<file path="src/rtl/sdram_burst_arbiter_pkg.sv">
// Shared encodings for the SDRAM burst arbiter: FSM states and burst direction codes.
package sdram_arb_pkg;

    typedef enum logic [1:0] {
        ST_IDLE    = 2'd0,
        ST_ISSUE   = 2'd1,
        ST_BURST   = 2'd2,
        ST_RELEASE = 2'd3
    } arb_state_t;

    // DIR_RD is 1 so the direction maps straight onto the SDRAM read/write select.
    typedef enum logic {
        DIR_WR = 1'b0,
        DIR_RD = 1'b1
    } arb_dir_t;

    function automatic arb_dir_t opposite_dir(input arb_dir_t d);
        return (d == DIR_WR) ? DIR_RD : DIR_WR;
    endfunction

endpackage

</file>
<file path="src/rtl/sdram_burst_arbiter_if.sv">
// Bundle of requester, VGA and SDRAM controller signals seen by the burst arbiter.
interface sdram_burst_arbiter_if #(
    parameter int PixelBitWidth     = 16,
    parameter int AddressWidthSDRAM = 24
) ();

    logic                         i_wr_req;
    logic [AddressWidthSDRAM-1:0] i_wr_addr;
    logic [PixelBitWidth-1:0]     i_wr_pixel;
    logic                         o_wr_ack;
    logic                         o_wr_next;

    logic                         i_rd_req;
    logic                         i_rd_urgent;
    logic [AddressWidthSDRAM-1:0] i_rd_addr;
    logic                         o_rd_ack;
    logic [PixelBitWidth-1:0]     o_rd_pixel;
    logic                         o_rd_valid;

    logic                         o_burst_done;

    logic                         i_sdram_busy;
    logic                         i_sdram_valid_wr;
    logic                         i_sdram_valid_rd;
    logic [PixelBitWidth-1:0]     i_sdram_pixel;
    logic                         o_sdram_enable;
    logic                         o_sdram_read;
    logic [AddressWidthSDRAM-1:0] o_sdram_addr;
    logic [PixelBitWidth-1:0]     o_sdram_pixel;

    logic                         o_timeout;

    // Arbiter side.
    modport slave (
        input  i_wr_req, i_wr_addr, i_wr_pixel,
        input  i_rd_req, i_rd_urgent, i_rd_addr,
        input  i_sdram_busy, i_sdram_valid_wr, i_sdram_valid_rd, i_sdram_pixel,
        output o_wr_ack, o_wr_next, o_rd_ack, o_rd_pixel, o_rd_valid, o_burst_done,
        output o_sdram_enable, o_sdram_read, o_sdram_addr, o_sdram_pixel, o_timeout
    );

    // Requesters plus SDRAM controller side.
    modport master (
        output i_wr_req, i_wr_addr, i_wr_pixel,
        output i_rd_req, i_rd_urgent, i_rd_addr,
        output i_sdram_busy, i_sdram_valid_wr, i_sdram_valid_rd, i_sdram_pixel,
        input  o_wr_ack, o_wr_next, o_rd_ack, o_rd_pixel, o_rd_valid, o_burst_done,
        input  o_sdram_enable, o_sdram_read, o_sdram_addr, o_sdram_pixel, o_timeout
    );

endinterface

</file>
<file path="src/rtl/sdram_burst_arbiter_grant_select.sv">
// Picks the next burst direction from pending requests and tracks the read-streak
// count and last granted direction; state advances only when the grant is taken.
import sdram_arb_pkg::*;

module sdram_grant_select #(
    parameter int MaxReadStreak = 4
) (
    input  logic     CLK,
    input  logic     RST,
    input  logic     wr_req,
    input  logic     rd_req,
    input  logic     rd_urgent,
    input  logic     take,
    output logic     grant_any,
    output arb_dir_t grant_dir
);

    localparam int SW = (MaxReadStreak > 0) ? $clog2(MaxReadStreak + 1) : 1;
    localparam logic [SW-1:0] STREAK_MAX = SW'(MaxReadStreak);

    logic [SW-1:0] streak_q;
    arb_dir_t      last_q;

    assign grant_any = wr_req | rd_req;

    // A starved writer beats an urgent reader; otherwise urgency, then alternation.
    always_comb begin
        grant_dir = DIR_WR;
        if (wr_req && (streak_q == STREAK_MAX)) begin
            grant_dir = DIR_WR;
        end else if (rd_urgent && rd_req) begin
            grant_dir = DIR_RD;
        end else if (wr_req && rd_req) begin
            grant_dir = opposite_dir(last_q);
        end else if (rd_req) begin
            grant_dir = DIR_RD;
        end else begin
            grant_dir = DIR_WR;
        end
    end

    always_ff @(posedge CLK or negedge RST) begin
        if (!RST) begin
            streak_q <= '0;
            last_q   <= DIR_RD;
        end else if (take) begin
            last_q <= grant_dir;
            if (grant_dir == DIR_WR) begin
                streak_q <= '0;
            end else if (wr_req && (streak_q != STREAK_MAX)) begin
                streak_q <= streak_q + 1'b1;
            end
        end
    end

endmodule

</file>
<file path="src/rtl/sdram_burst_arbiter.sv">
// Arbitrates UART write bursts and VGA read bursts onto a single SDRAM port,
// with a watchdog that abandons a stalled burst and raises a sticky error flag.
import sdram_arb_pkg::*;

module sdram_burst_arbiter #(
    parameter int PixelBitWidth     = 16,
    parameter int AddressWidthSDRAM = 24,
    parameter int BurstLengthSDRAM  = 8,
    parameter int MaxReadStreak     = 4,
    parameter int TimeoutCycles     = 1024
) (
    input  logic                 CLK,
    input  logic                 RST,
    sdram_burst_arbiter_if.slave bus
);

    localparam int BEAT_W = $clog2(BurstLengthSDRAM + 1);
    localparam int WD_W   = $clog2(TimeoutCycles + 1);
    localparam logic [BEAT_W-1:0] LAST_BEAT = BEAT_W'(BurstLengthSDRAM - 1);
    localparam logic [WD_W-1:0]   WD_LAST   = WD_W'(TimeoutCycles - 1);

    arb_state_t                   state_q;
    arb_dir_t                     dir_q;
    logic [BEAT_W-1:0]            beat_q;
    logic [WD_W-1:0]              wd_q;
    logic [AddressWidthSDRAM-1:0] addr_q;
    logic                         enable_q;
    logic                         read_q;
    logic                         wr_ack_q;
    logic                         rd_ack_q;
    logic                         done_q;
    logic                         timeout_q;

    logic [PixelBitWidth-1:0]     rd_pixel_p1;
    logic                         vld_p1;

    logic     grant_any;
    arb_dir_t grant_dir;
    logic     take;
    logic     beat_fire;

    assign take = (state_q == ST_IDLE) && !bus.i_sdram_busy && grant_any;

    // Only the granted direction's valid advances the beat count.
    assign beat_fire = (state_q == ST_BURST) &&
                       ((dir_q == DIR_WR) ? bus.i_sdram_valid_wr : bus.i_sdram_valid_rd);

    sdram_grant_select #(
        .MaxReadStreak (MaxReadStreak)
    ) u_grant (
        .CLK       (CLK),
        .RST       (RST),
        .wr_req    (bus.i_wr_req),
        .rd_req    (bus.i_rd_req),
        .rd_urgent (bus.i_rd_urgent),
        .take      (take),
        .grant_any (grant_any),
        .grant_dir (grant_dir)
    );

    always_ff @(posedge CLK or negedge RST) begin
        if (!RST) begin
            state_q   <= ST_IDLE;
            dir_q     <= DIR_WR;
            beat_q    <= '0;
            wd_q      <= '0;
            addr_q    <= '0;
            enable_q  <= 1'b0;
            read_q    <= 1'b0;
            wr_ack_q  <= 1'b0;
            rd_ack_q  <= 1'b0;
            done_q    <= 1'b0;
            timeout_q <= 1'b0;
        end else begin
            wr_ack_q <= 1'b0;
            rd_ack_q <= 1'b0;
            done_q   <= 1'b0;
            if ((state_q != ST_IDLE) && (wd_q == WD_LAST)) begin
                // Stalled transaction: give up on it and flag the error permanently.
                state_q   <= ST_IDLE;
                beat_q    <= '0;
                wd_q      <= '0;
                enable_q  <= 1'b0;
                timeout_q <= 1'b1;
            end else begin
                unique case (state_q)
                    ST_IDLE: begin
                        wd_q <= '0;
                        if (take) begin
                            state_q  <= ST_ISSUE;
                            dir_q    <= grant_dir;
                            read_q   <= (grant_dir == DIR_RD);
                            addr_q   <= (grant_dir == DIR_RD) ? bus.i_rd_addr : bus.i_wr_addr;
                            enable_q <= 1'b1;
                            wr_ack_q <= (grant_dir == DIR_WR);
                            rd_ack_q <= (grant_dir == DIR_RD);
                        end
                    end
                    ST_ISSUE: begin
                        if (bus.i_sdram_busy) begin
                            state_q  <= ST_BURST;
                            enable_q <= 1'b0;
                            wd_q     <= '0;
                        end else begin
                            wd_q <= wd_q + 1'b1;
                        end
                    end
                    ST_BURST: begin
                        if (beat_fire) begin
                            wd_q <= '0;
                            if (beat_q == LAST_BEAT) begin
                                beat_q  <= '0;
                                done_q  <= 1'b1;
                                state_q <= ST_RELEASE;
                            end else begin
                                beat_q <= beat_q + 1'b1;
                            end
                        end else begin
                            wd_q <= wd_q + 1'b1;
                        end
                    end
                    ST_RELEASE: begin
                        if (!bus.i_sdram_busy) begin
                            state_q <= ST_IDLE;
                            wd_q    <= '0;
                        end else begin
                            wd_q <= wd_q + 1'b1;
                        end
                    end
                    default: state_q <= ST_IDLE;
                endcase
            end
        end
    end

    // p0 -> p1: read beat from SDRAM registered toward the VGA side
    always_ff @(posedge CLK or negedge RST) begin
        if (!RST) begin
            rd_pixel_p1 <= '0;
            vld_p1      <= 1'b0;
        end else begin
            vld_p1 <= beat_fire && (dir_q == DIR_RD);
            if (beat_fire && (dir_q == DIR_RD)) begin
                rd_pixel_p1 <= bus.i_sdram_pixel;
            end
        end
    end

    assign bus.o_wr_ack       = wr_ack_q;
    assign bus.o_rd_ack       = rd_ack_q;
    assign bus.o_wr_next      = (state_q == ST_BURST) && (dir_q == DIR_WR) && bus.i_sdram_valid_wr;
    assign bus.o_rd_pixel     = rd_pixel_p1;
    assign bus.o_rd_valid     = vld_p1;
    assign bus.o_burst_done   = done_q;
    assign bus.o_sdram_enable = enable_q;
    assign bus.o_sdram_read   = read_q;
    assign bus.o_sdram_addr   = addr_q;
    assign bus.o_sdram_pixel  = bus.i_wr_pixel;
    assign bus.o_timeout      = timeout_q;

endmodule

</file>
<file path="src/flat_wrapper.sv">
// flat-port wrapper written by rule: the top's interface ports become plain ports
module sdram_burst_arbiter_flat 
#(
    parameter int PixelBitWidth     = 16,
    parameter int AddressWidthSDRAM = 24,
    parameter int BurstLengthSDRAM  = 8,
    parameter int MaxReadStreak     = 4,
    parameter int TimeoutCycles     = 1024
)
  (CLK, RST, bus_i_wr_req, bus_i_wr_addr, bus_i_wr_pixel, bus_i_rd_req, bus_i_rd_urgent, bus_i_rd_addr, bus_i_sdram_busy, bus_i_sdram_valid_wr, bus_i_sdram_valid_rd, bus_i_sdram_pixel, bus_o_wr_ack, bus_o_wr_next, bus_o_rd_ack, bus_o_rd_pixel, bus_o_rd_valid, bus_o_burst_done, bus_o_sdram_enable, bus_o_sdram_read, bus_o_sdram_addr, bus_o_sdram_pixel, bus_o_timeout);
  sdram_burst_arbiter_if #(.PixelBitWidth(PixelBitWidth), .AddressWidthSDRAM(AddressWidthSDRAM)) bus_i ();
  input  logic CLK;
  input  logic RST;
  input wire logic [$bits(bus_i.i_wr_req)-1:0] bus_i_wr_req;
  input wire logic [$bits(bus_i.i_wr_addr)-1:0] bus_i_wr_addr;
  input wire logic [$bits(bus_i.i_wr_pixel)-1:0] bus_i_wr_pixel;
  input wire logic [$bits(bus_i.i_rd_req)-1:0] bus_i_rd_req;
  input wire logic [$bits(bus_i.i_rd_urgent)-1:0] bus_i_rd_urgent;
  input wire logic [$bits(bus_i.i_rd_addr)-1:0] bus_i_rd_addr;
  input wire logic [$bits(bus_i.i_sdram_busy)-1:0] bus_i_sdram_busy;
  input wire logic [$bits(bus_i.i_sdram_valid_wr)-1:0] bus_i_sdram_valid_wr;
  input wire logic [$bits(bus_i.i_sdram_valid_rd)-1:0] bus_i_sdram_valid_rd;
  input wire logic [$bits(bus_i.i_sdram_pixel)-1:0] bus_i_sdram_pixel;
  output wire logic [$bits(bus_i.o_wr_ack)-1:0] bus_o_wr_ack;
  output wire logic [$bits(bus_i.o_wr_next)-1:0] bus_o_wr_next;
  output wire logic [$bits(bus_i.o_rd_ack)-1:0] bus_o_rd_ack;
  output wire logic [$bits(bus_i.o_rd_pixel)-1:0] bus_o_rd_pixel;
  output wire logic [$bits(bus_i.o_rd_valid)-1:0] bus_o_rd_valid;
  output wire logic [$bits(bus_i.o_burst_done)-1:0] bus_o_burst_done;
  output wire logic [$bits(bus_i.o_sdram_enable)-1:0] bus_o_sdram_enable;
  output wire logic [$bits(bus_i.o_sdram_read)-1:0] bus_o_sdram_read;
  output wire logic [$bits(bus_i.o_sdram_addr)-1:0] bus_o_sdram_addr;
  output wire logic [$bits(bus_i.o_sdram_pixel)-1:0] bus_o_sdram_pixel;
  output wire logic [$bits(bus_i.o_timeout)-1:0] bus_o_timeout;
  assign bus_i.i_wr_req = bus_i_wr_req;
  assign bus_i.i_wr_addr = bus_i_wr_addr;
  assign bus_i.i_wr_pixel = bus_i_wr_pixel;
  assign bus_i.i_rd_req = bus_i_rd_req;
  assign bus_i.i_rd_urgent = bus_i_rd_urgent;
  assign bus_i.i_rd_addr = bus_i_rd_addr;
  assign bus_i.i_sdram_busy = bus_i_sdram_busy;
  assign bus_i.i_sdram_valid_wr = bus_i_sdram_valid_wr;
  assign bus_i.i_sdram_valid_rd = bus_i_sdram_valid_rd;
  assign bus_i.i_sdram_pixel = bus_i_sdram_pixel;
  assign bus_o_wr_ack = bus_i.o_wr_ack;
  assign bus_o_wr_next = bus_i.o_wr_next;
  assign bus_o_rd_ack = bus_i.o_rd_ack;
  assign bus_o_rd_pixel = bus_i.o_rd_pixel;
  assign bus_o_rd_valid = bus_i.o_rd_valid;
  assign bus_o_burst_done = bus_i.o_burst_done;
  assign bus_o_sdram_enable = bus_i.o_sdram_enable;
  assign bus_o_sdram_read = bus_i.o_sdram_read;
  assign bus_o_sdram_addr = bus_i.o_sdram_addr;
  assign bus_o_sdram_pixel = bus_i.o_sdram_pixel;
  assign bus_o_timeout = bus_i.o_timeout;
  sdram_burst_arbiter #(.PixelBitWidth(PixelBitWidth), .AddressWidthSDRAM(AddressWidthSDRAM), .BurstLengthSDRAM(BurstLengthSDRAM), .MaxReadStreak(MaxReadStreak), .TimeoutCycles(TimeoutCycles)) u_core (.CLK(CLK), .RST(RST), .bus(bus_i));
endmodule
</file>
<file path="config.mk">
export PLATFORM = sky130hd
export DESIGN_NAME = sdram_burst_arbiter_flat
export DESIGN_NICKNAME = d
export VERILOG_FILES = /design/src/rtl/sdram_burst_arbiter_pkg.sv /design/src/rtl/sdram_burst_arbiter_if.sv /design/src/rtl/sdram_burst_arbiter_grant_select.sv /design/src/rtl/sdram_burst_arbiter.sv /design/src/flat_wrapper.sv
export SDC_FILE = /design/constraint.sdc
export NUM_CORES = 1
export LEC_CHECK = 0
export BUFFER_PORTS_ARGS = -buffer_cell sky130_fd_sc_hd__buf_4
export CAP_MARGIN = 10
export CORE_UTILIZATION = 44
export CTS_BUF_LIST = sky130_fd_sc_hd__clkbuf_8
export CTS_CLUSTER_DIAMETER = 150
export DETAILED_ROUTE_END_ITERATION = 16
export GPL_TIMING_DRIVEN = 0
export HOLD_SLACK_MARGIN = 0.08
export PLACE_DENSITY = 0.77
export SYNTH_ARGS = -nofsm -noshare
export SYNTH_HDL_FRONTEND = slang
export SYNTH_SLANG_ARGS = --single-unit
</file>
<file path="constraint.sdc">
create_clock -name CLK -period 1.85 [get_ports CLK]
set_clock_uncertainty 0.2 [all_clocks]
set_input_delay 0.2775 -clock CLK [delete_from_list [all_inputs] [get_ports CLK]]
set_output_delay 0.2775 -clock CLK [all_outputs]
set_load 0.03 [all_outputs]
</file>
==> impl_metrics.tcl, run 1 <==
set metrics [dict create \
    max-slew-margin-rel_pct 43.0 \
    placedCellCount 538 \
    worstSetupEndpointType "flop" \
    r2r_setup_slack_ps -30 \
    pwr-share-comb_pct 52.9 \
    ir_drop_mv 0.801 \
    yosysWarnings 0 \
    start_util_pct 45.9 \
    overflow 0 \
    drt-vias-per-instance 5.22 \
    die_area_sq_um 7960 \
    status "finished, violations left" \
    cts_tree "done" \
    critPathMaxFanout 10 \
    rsz0062_at_grt "true" \
    clkSinkCount 68 \
    pwr_density_cell_nw_per_um2 1400 \
    post-route-period-util_pct 102 \
    min_path_type "input pin to flop" \
    portBuffers 135 \
    insertion_delay_ps 340 \
    area_growth_syn_to_layout_pct 64.5 \
    synth_cell_type_count 40 \
    pin_count 152 \
    grtUsageTotal_pct 22.0 \
    place_congestion 0.756 \
    hold_depth 4 \
    rr_worst_depth 7 \
    clk_pin_slew_ps 70 \
    grt_start_max_net_pins 69 \
    cp.required_ps 1870 \
    avgSynthCellArea_sq_um 11.0 \
    syn_inst 304 \
    setup_viol 17 \
    synth-edff-count 0 \
    synth_nets 401 \
    clock_path_buffers 2 \
    clkPwrFrac_pct 15.5 \
    antenna_left 0 \
    period_minus_slack_ps 1880 \
    setup_slack_ps -30.6 \
    drc 0 \
    synth_area_sq_um 3350 \
    path_class "flop to flop" \
    pwr-share-seq_pct 31.6 \
    drv_slew 0 \
    std_cell_rows 31 \
    vias 3192 \
    worstPathArrival_ps 1900 \
    drtIter0Drc 118 \
    dieHeight_um 89.2 \
    intPower_uw 4610 \
    max_freq_ghz 0.532 \
    cts-htree-levels 3 \
    final_hold_viol_count 0 \
    drive_above_1_share_pct 51.2 \
    final_util_pct 75.5 \
    leakage_uw 0.00267 \
    ys_async_sr_fraction_pct 100 \
    cts_buffers 9 \
    nNetsFinal 605 \
    p_sw_uw 3130 \
    wl_per_cell_um 15.8 \
    core-area_sq_um 7290 \
    yosys_register_bits 68 \
    grt_pass1_vias 2978 \
    drv_cap 0 \
    diodes 0 \
    grt_pass1_wl_mm 13.5 \
    n_fill_cell 445 \
    cp-start-kind "flop" \
    stdcell_count 611 \
    hpwlAfterDp_mm 5.92 \
    die_width_um 89.2 \
    synth_seq_area_share_pct 50.9 \
    drt_pass1_iterations 4 \
    swShare_pct 40.5 \
    wl_mm 9.63 \
    violations "negative setup slack" \
    synth_flop_cell "dfrtp_1" \
    antenna_found_initial 0 \
    cts_root_buf "clkbuf_8" \
    tightest_slew_ps 856 \
]
power groups by stage:
| stage | registers (uW) | clock network, uW | logic, uW |
|---|---|---|---|
| final | 2450 | 1200 | 4090 |
| after detailed placement | 2460 | 0 | 3410 |
| after CTS | 2430 | 1210 | 3750 |
| after global placement | 2430 | 0 | 3360 |
| after floorplan | 3300 | 0 | 1310 |
| after global routing | 2500 | 1270 | 4330 |
through the flow:
step / area (sq um) / hold WS [ps] / power (uW) / setup slack, ps / setup TNS, ps
after detailed placement: 4530 / 239 / 5870 / -190 / -4970
final: 5510 / 125 / 7740 / -30.6 / -334
after global placement: 4530 / 231 / 5790 / -177 / -4110
after global routing: 5510 / 143 / 8100 / -91.0 / -1730
after floorplan: 3390 / -218 / 4610 / -23.1 / -390
after CTS: 5290 / 110 / 7390 / -23.6 / -28.5
path summary, 6_finish.rpt:
path                              startpoint                           to
setup / recovery           u_core.state_q[1]  u_core.bus.o_sdram_addr[19]
hold / removal                  bus_i_wr_req   u_core.u_grant.streak_q[0]
setup reg to reg           u_core.state_q[1]  u_core.bus.o_sdram_addr[19]
hold reg to reg               u_core.wd_q[0]               u_core.wd_q[0]
max in group asynchronous                RST  u_core.bus.o_sdram_addr[22]
min in group asynchronous                RST   u_core.bus.o_sdram_addr[4]
cell families after synthesis:
group	count (synthesis)	share of synthesized area, %
compound gates	66	15.9
flops	68	50.9
simple gates	66	10.2
mux	20	6.65
buf+inv	65	10.4
fa+ha+maj	9	3.36
xor+xnor	10	2.62
critical path, cell delays in order, from the launching register on:
cell     delay, ps
dfrtp_1        400
inv_2           80
ha_4           160
nor2b_4        120
buf_6          130
and3_4         210
buf_8          150
a221o_1        310
state kept, by name, summed over array words and instances (netlist names):
| signal | count |
|---|---|
| u_core.bus.o_sdram_addr | 24 |
| u_core.bus.o_rd_pixel | 16 |
| u_core.wd_q | 11 |
| u_core.beat_q | 4 |
| u_core.u_grant.streak_q | 3 |
| u_core.state_q | 2 |
| u_core.bus.o_burst_done | 1 |
| u_core.bus.o_rd_ack | 1 |
| u_core.bus.o_rd_valid | 1 |
| u_core.bus.o_sdram_enable | 1 |
| u_core.bus.o_timeout | 1 |
| u_core.bus.o_wr_ack | 1 |
| u_core.dir_q | 1 |
| u_core.u_grant.last_q | 1 |
Yosys cell counts, types with 2 or more instances:
cell type	instances	area share, %
buf_4	17	3.8
xnor2_1	4	1.0
mux2_2	18	6.1
mux2i_1	2	0.60
inv_1	31	3.5
nor3_1	3	0.45
and3_1	3	0.56
xor2_1	6	1.6
buf_2	8	1.2
o21ai_0	3	0.45
nand4b_1	2	0.52
nand2_1	15	1.7
a21oi_1	8	1.2
dfrtp_1	67	50
a21o_1	2	0.45
nand3_1	10	1.5
ha_1	9	3.4
a211oi_1	24	5.4
or2_2	3	0.56
nor3b_1	2	0.45
and2_1	2	0.37
a221o_1	24	7.2
buf_6	4	1.3
nor2_1	15	1.7
nand4_1	2	0.37
and4_1	2	0.52
clkbuf_1	5	0.56
layer usage:
metal | up-vias | routed length, um | track usage, %
li1 | 1473 | - | -
met1 | 1540 | 3830 | 26.2
met2 | 145 | 4930 | 37.7
met3 | 34 | 585 | 4.43
met4 | 0 | 283 | 11.3
met5 | - | 0 | 0
area by class of cell:
cell class	instances	area (sq um)	area share [%]
Inverter	31	116	2.11
Timing Repair Buffer	194	1580	28.6
Multi-Input combinational cell	172	1520	27.5
Sequential cell	68	1700	30.9
Tap cell	99	124	2.25
Clock buffer	10	138	2.50
Clock inverter	5	52.6	0.954
Buffer	32	282	5.11
what timing repair did:
action	in CTS	in global routing
endpoints found under the setup margin	51	46
resized for setup	24	46
hold buffers	42	0
endpoints found under the hold margin	109	0
gates cloned	1	1
setup buffers	10	6
pin swaps	3	12
cells in the final DEF, fill, tap and decap left out, types with 3 or more instances in the layout:
cell type and n:
nor3_1 3, dlygate4sd3_1 42, or2_2 3, a221o_1 24
xor2_1 6, nor2_2 5, buf_6 12, nor2_1 10
nand2_1 14, buf_8 3, nand3_1 9, buf_4 166
inv_1 29, clkbuf_1 3, o21ai_0 3, clkinv_2 3
clkbuf_8 10, ha_2 3, dfrtp_1 67, xnor2_1 4
a21oi_1 6, a211oi_1 7, ha_1 4, a211oi_2 17
mux2_2 17
Power figures use the tool's default switching activity.
==> run 2: changes to the inputs <==
- ABC_AREA: default -> 1
- CORE_UTILIZATION: 44 -> 40
- PLACE_DENSITY: 0.77 -> 0.71
- SETUP_SLACK_MARGIN: default -> 0.02
==> impl_metrics.tcl, run 2 <==
set metrics [dict create \
    cp_cell_sequence "inv_2 > ha_4 > nand3_4 > inv_2 > buf_6" \
    finalPower_uw 7730 \
    insertion_delay_ps 340 \
    drtIter0Drc 175 \
    cpMostUsedCell "inv_2" \
    std_cell_rows 32 \
    ir_drop_mv 0.816 \
    holdWs_ps 93.9 \
    clkSinkCount 68 \
    pwr_density_cell_nw_per_um2 1370 \
    multiInputGateArea_sq_um 1460 \
    drt-vias-per-instance 4.69 \
    cts-htree-levels 3 \
    swShare_pct 42.7 \
    p_sw_uw 3300 \
    n_fill_cell 552 \
    cp.depth 5 \
    synth_cell_type_count 30 \
    diodes 0 \
    grtUsageTotal_pct 22.8 \
    setup_slack_ps -6.91 \
    final_hold_viol_count 0 \
    drive_above_1_share_pct 40.0 \
    worstSetupEndpointType "output port" \
    setup_viol 1 \
    yosysWarnings 0 \
    cts_root_buf "clkbuf_8" \
    critPathMaxStageDelay_ps 410 \
    synth_common_cells "nand2_1 (149), dfrtp_1 (67), nand3_1 (34), inv_1 (24), nor2_1 (23)" \
    final_util_pct 72.1 \
    cts_tree "done" \
    clk_pin_slew_ps 80 \
    clkPwrFrac_pct 17.4 \
    area_growth_syn_to_layout_pct 71.1 \
    antenna_found_initial 0 \
    largest_reg_flops 24 \
    antenna_left 0 \
    status "finished, violations left" \
    cts_buffers 9 \
    critPathMaxFanout 5 \
    drv_slew 0 \
    post-route-period-util_pct 100 \
    yosysTopAreaCell "dfrtp_1" \
    grt_pass1_wl_mm 15.3 \
    pin_count 152 \
    pwr-share-seq_pct 31.5 \
    synth_nets 480 \
    synth_flop_cell "dfrtp_1" \
    min-delay-start "bus_i_wr_req" \
    place_area_sq_um 4450 \
    drv_cap 0 \
    core-area_sq_um 7850 \
    wl_per_cell_um 13.6 \
    die_width_um 92.9 \
    intPower_uw 4430 \
    vias 3373 \
    clock_path_buffers 2 \
    yosys_register_bits 68 \
    synth_area_sq_um 3310 \
    cp-start-kind "flop" \
    violations "negative setup slack" \
    drt_pass1_iterations 4 \
    wl_mm 9.77 \
    worstPathArrival_ps 1380 \
    avgSynthCellArea_sq_um 8.64 \
    syn_inst 383 \
    fin_area_sq_um 5660 \
    start_util_pct 42.2 \
    overflow 0 \
    grt_start_max_net_pins 69 \
    pwr-share-comb_pct 51.1 \
    ys_async_sr_fraction_pct 100 \
    crit_slowest_cell "dfrtp_1" \
    max-slew-margin-rel_pct 42.0 \
    cp.required_ps 1370 \
    rsz0062_at_grt "true" \
    r2r-end "u_core.bus.o_sdram_addr[16]" \
    rr_worst_depth 11 \
    critical_path.endpoint "bus_o_wr_next" \
    nNetsFinal 710 \
    die_area_sq_um 8640 \
    r2r_setup_slack_ps 10 \
    path_buf_inv 3 \
    synth_top_area_share_pct 50.7 \
    reg2reg_from "u_core.state_q[0]" \
    final_cell_mix "buf_4 (165), nand2_1 (144), dfrtp_1 (67), dlygate4sd3_1 (65), nand3_1 (28)" \
    place_congestion 0.779 \
    seq_area_sq_um 1700 \
    startpoint "u_core.state_q[0]" \
    tightest_slew_ps 870 \
    path_class "flop to output port" \
    synth-edff-count 0 \
    yosys-top-cells-area "dfrtp_1 (51%), nand2_1 (17%), nand3_1 (5.1%)" \
    max_freq_ghz 0.539 \
    grt_pass1_vias 3336 \
    portBuffers 135 \
    pre_cts_slack_ps -168 \
    synth_most_common_cell "nand2_1" \
    dieHeight_um 92.9 \
    hpwlAfterDp_mm 5.59 \
    synth_seq_area_share_pct 51.5 \
    min_path_type "input pin to flop" \
    leakage_uw 0.00296 \
    period_minus_slack_ps 1860 \
    layout_commonest_cell "buf_4" \
    drc 0 \
    critical-path-top-delay-family "flip-flops" \
]
run 2: cell count changes in the layout (fill, tap and decap cells not counted), moves of 10 or more:
cell           change
nand2_1          +130
a221o_1           -24
dlygate4sd3_1     +23
nand3_1           +19
a211oi_2          -17
mux2_2            -17
nand2_2           +12
nand3_2           +12
inv_1             -10
nor2_1            +10
run 2: power groups by stage:
stage               Clock, uW  Combinational (uW)  Sequential, uW
floorplan                   0                1250            3290
global placement            0                3290            2420
detailed placement          0                3350            2430
CTS                      1370                3640            2410
global route             1420                4250            2490
finish                   1340                3950            2440
run 2: through the flow:
stage                     cells  setup TNS [ps]
final                       719           -6.91
after global placement      620           -3720
after global routing        719           -2020
after floorplan             383               0
after CTS                   710           -12.1
after detailed placement    620           -5030
run 2: cells by family after synthesis:
kind of cell	after synthesis	share of synthesized area, %
flip-flops	68	51.5
AND/OR/NAND/NOR	230	30.9
adder cells (fa/ha/maj)	9	3.40
XOR/XNOR	10	2.65
buffers and inverters	54	9.12
AO/OA/AOI/OAI	12	2.46
run 2: what timing repair did:
action / 4_1_cts / 5_1_grt
pin swaps: 2 / 10
resized for setup: 16 / 34
setup buffers: 10 / 8
endpoints found under the hold margin: 107 / 0
hold buffers: 65 / 0
gates cloned: 0 / 1
setup endpoints to repair: 53 / 55
run 2: area by class of cell:
| cell class | count | area share (%) |
|---|---|---|
| inverter | 29 | 2.12 |
| buffer | 25 | 3.73 |
| tap | 102 | 2.25 |
| multi-input combinational | 262 | 25.7 |
| sequential | 68 | 30.1 |
| clock buffer | 9 | 2.19 |
| clock inverter | 6 | 1.57 |
| timing repair buffer | 218 | 32.4 |
run 2: how the worst min path moves through the flow:
stage,to,slack (ps),cells past startpoint
2_1_floorplan,u_core.beat_q[0],-220,0
3_3_place_gp,u_core.beat_q[0],250,1
3_5_place_dp,u_core.bus.o_sdram_enable,250,1
4_1_cts,u_core.bus.o_sdram_enable,100,4
5_1_grt,u_core.u_grant.streak_q[1],110,4
6_report,u_core.u_grant.streak_q[1],90,4
run 2: per-layer routing:
metal | routed length (um) | share of wire [%] | global-route usage [%]
met5 | 0 | 0 | 0
met4 | 276 | 2.8 | 8.46
met3 | 543 | 5.6 | 6.73
met2 | 5080 | 52 | 39.5
met1 | 3870 | 40 | 26.4
run 2: worst reg2reg max path, stage by stage (launching register included):
cell     delay [ps]
dfrtp_1         410
inv_2           120
ha_4            150
inv_4            50
nor2_4           80
inv_2            50
nor2_4          170
inv_4            90
nor2_8          150
buf_8           150
nand2_1          70
nand3_1          90
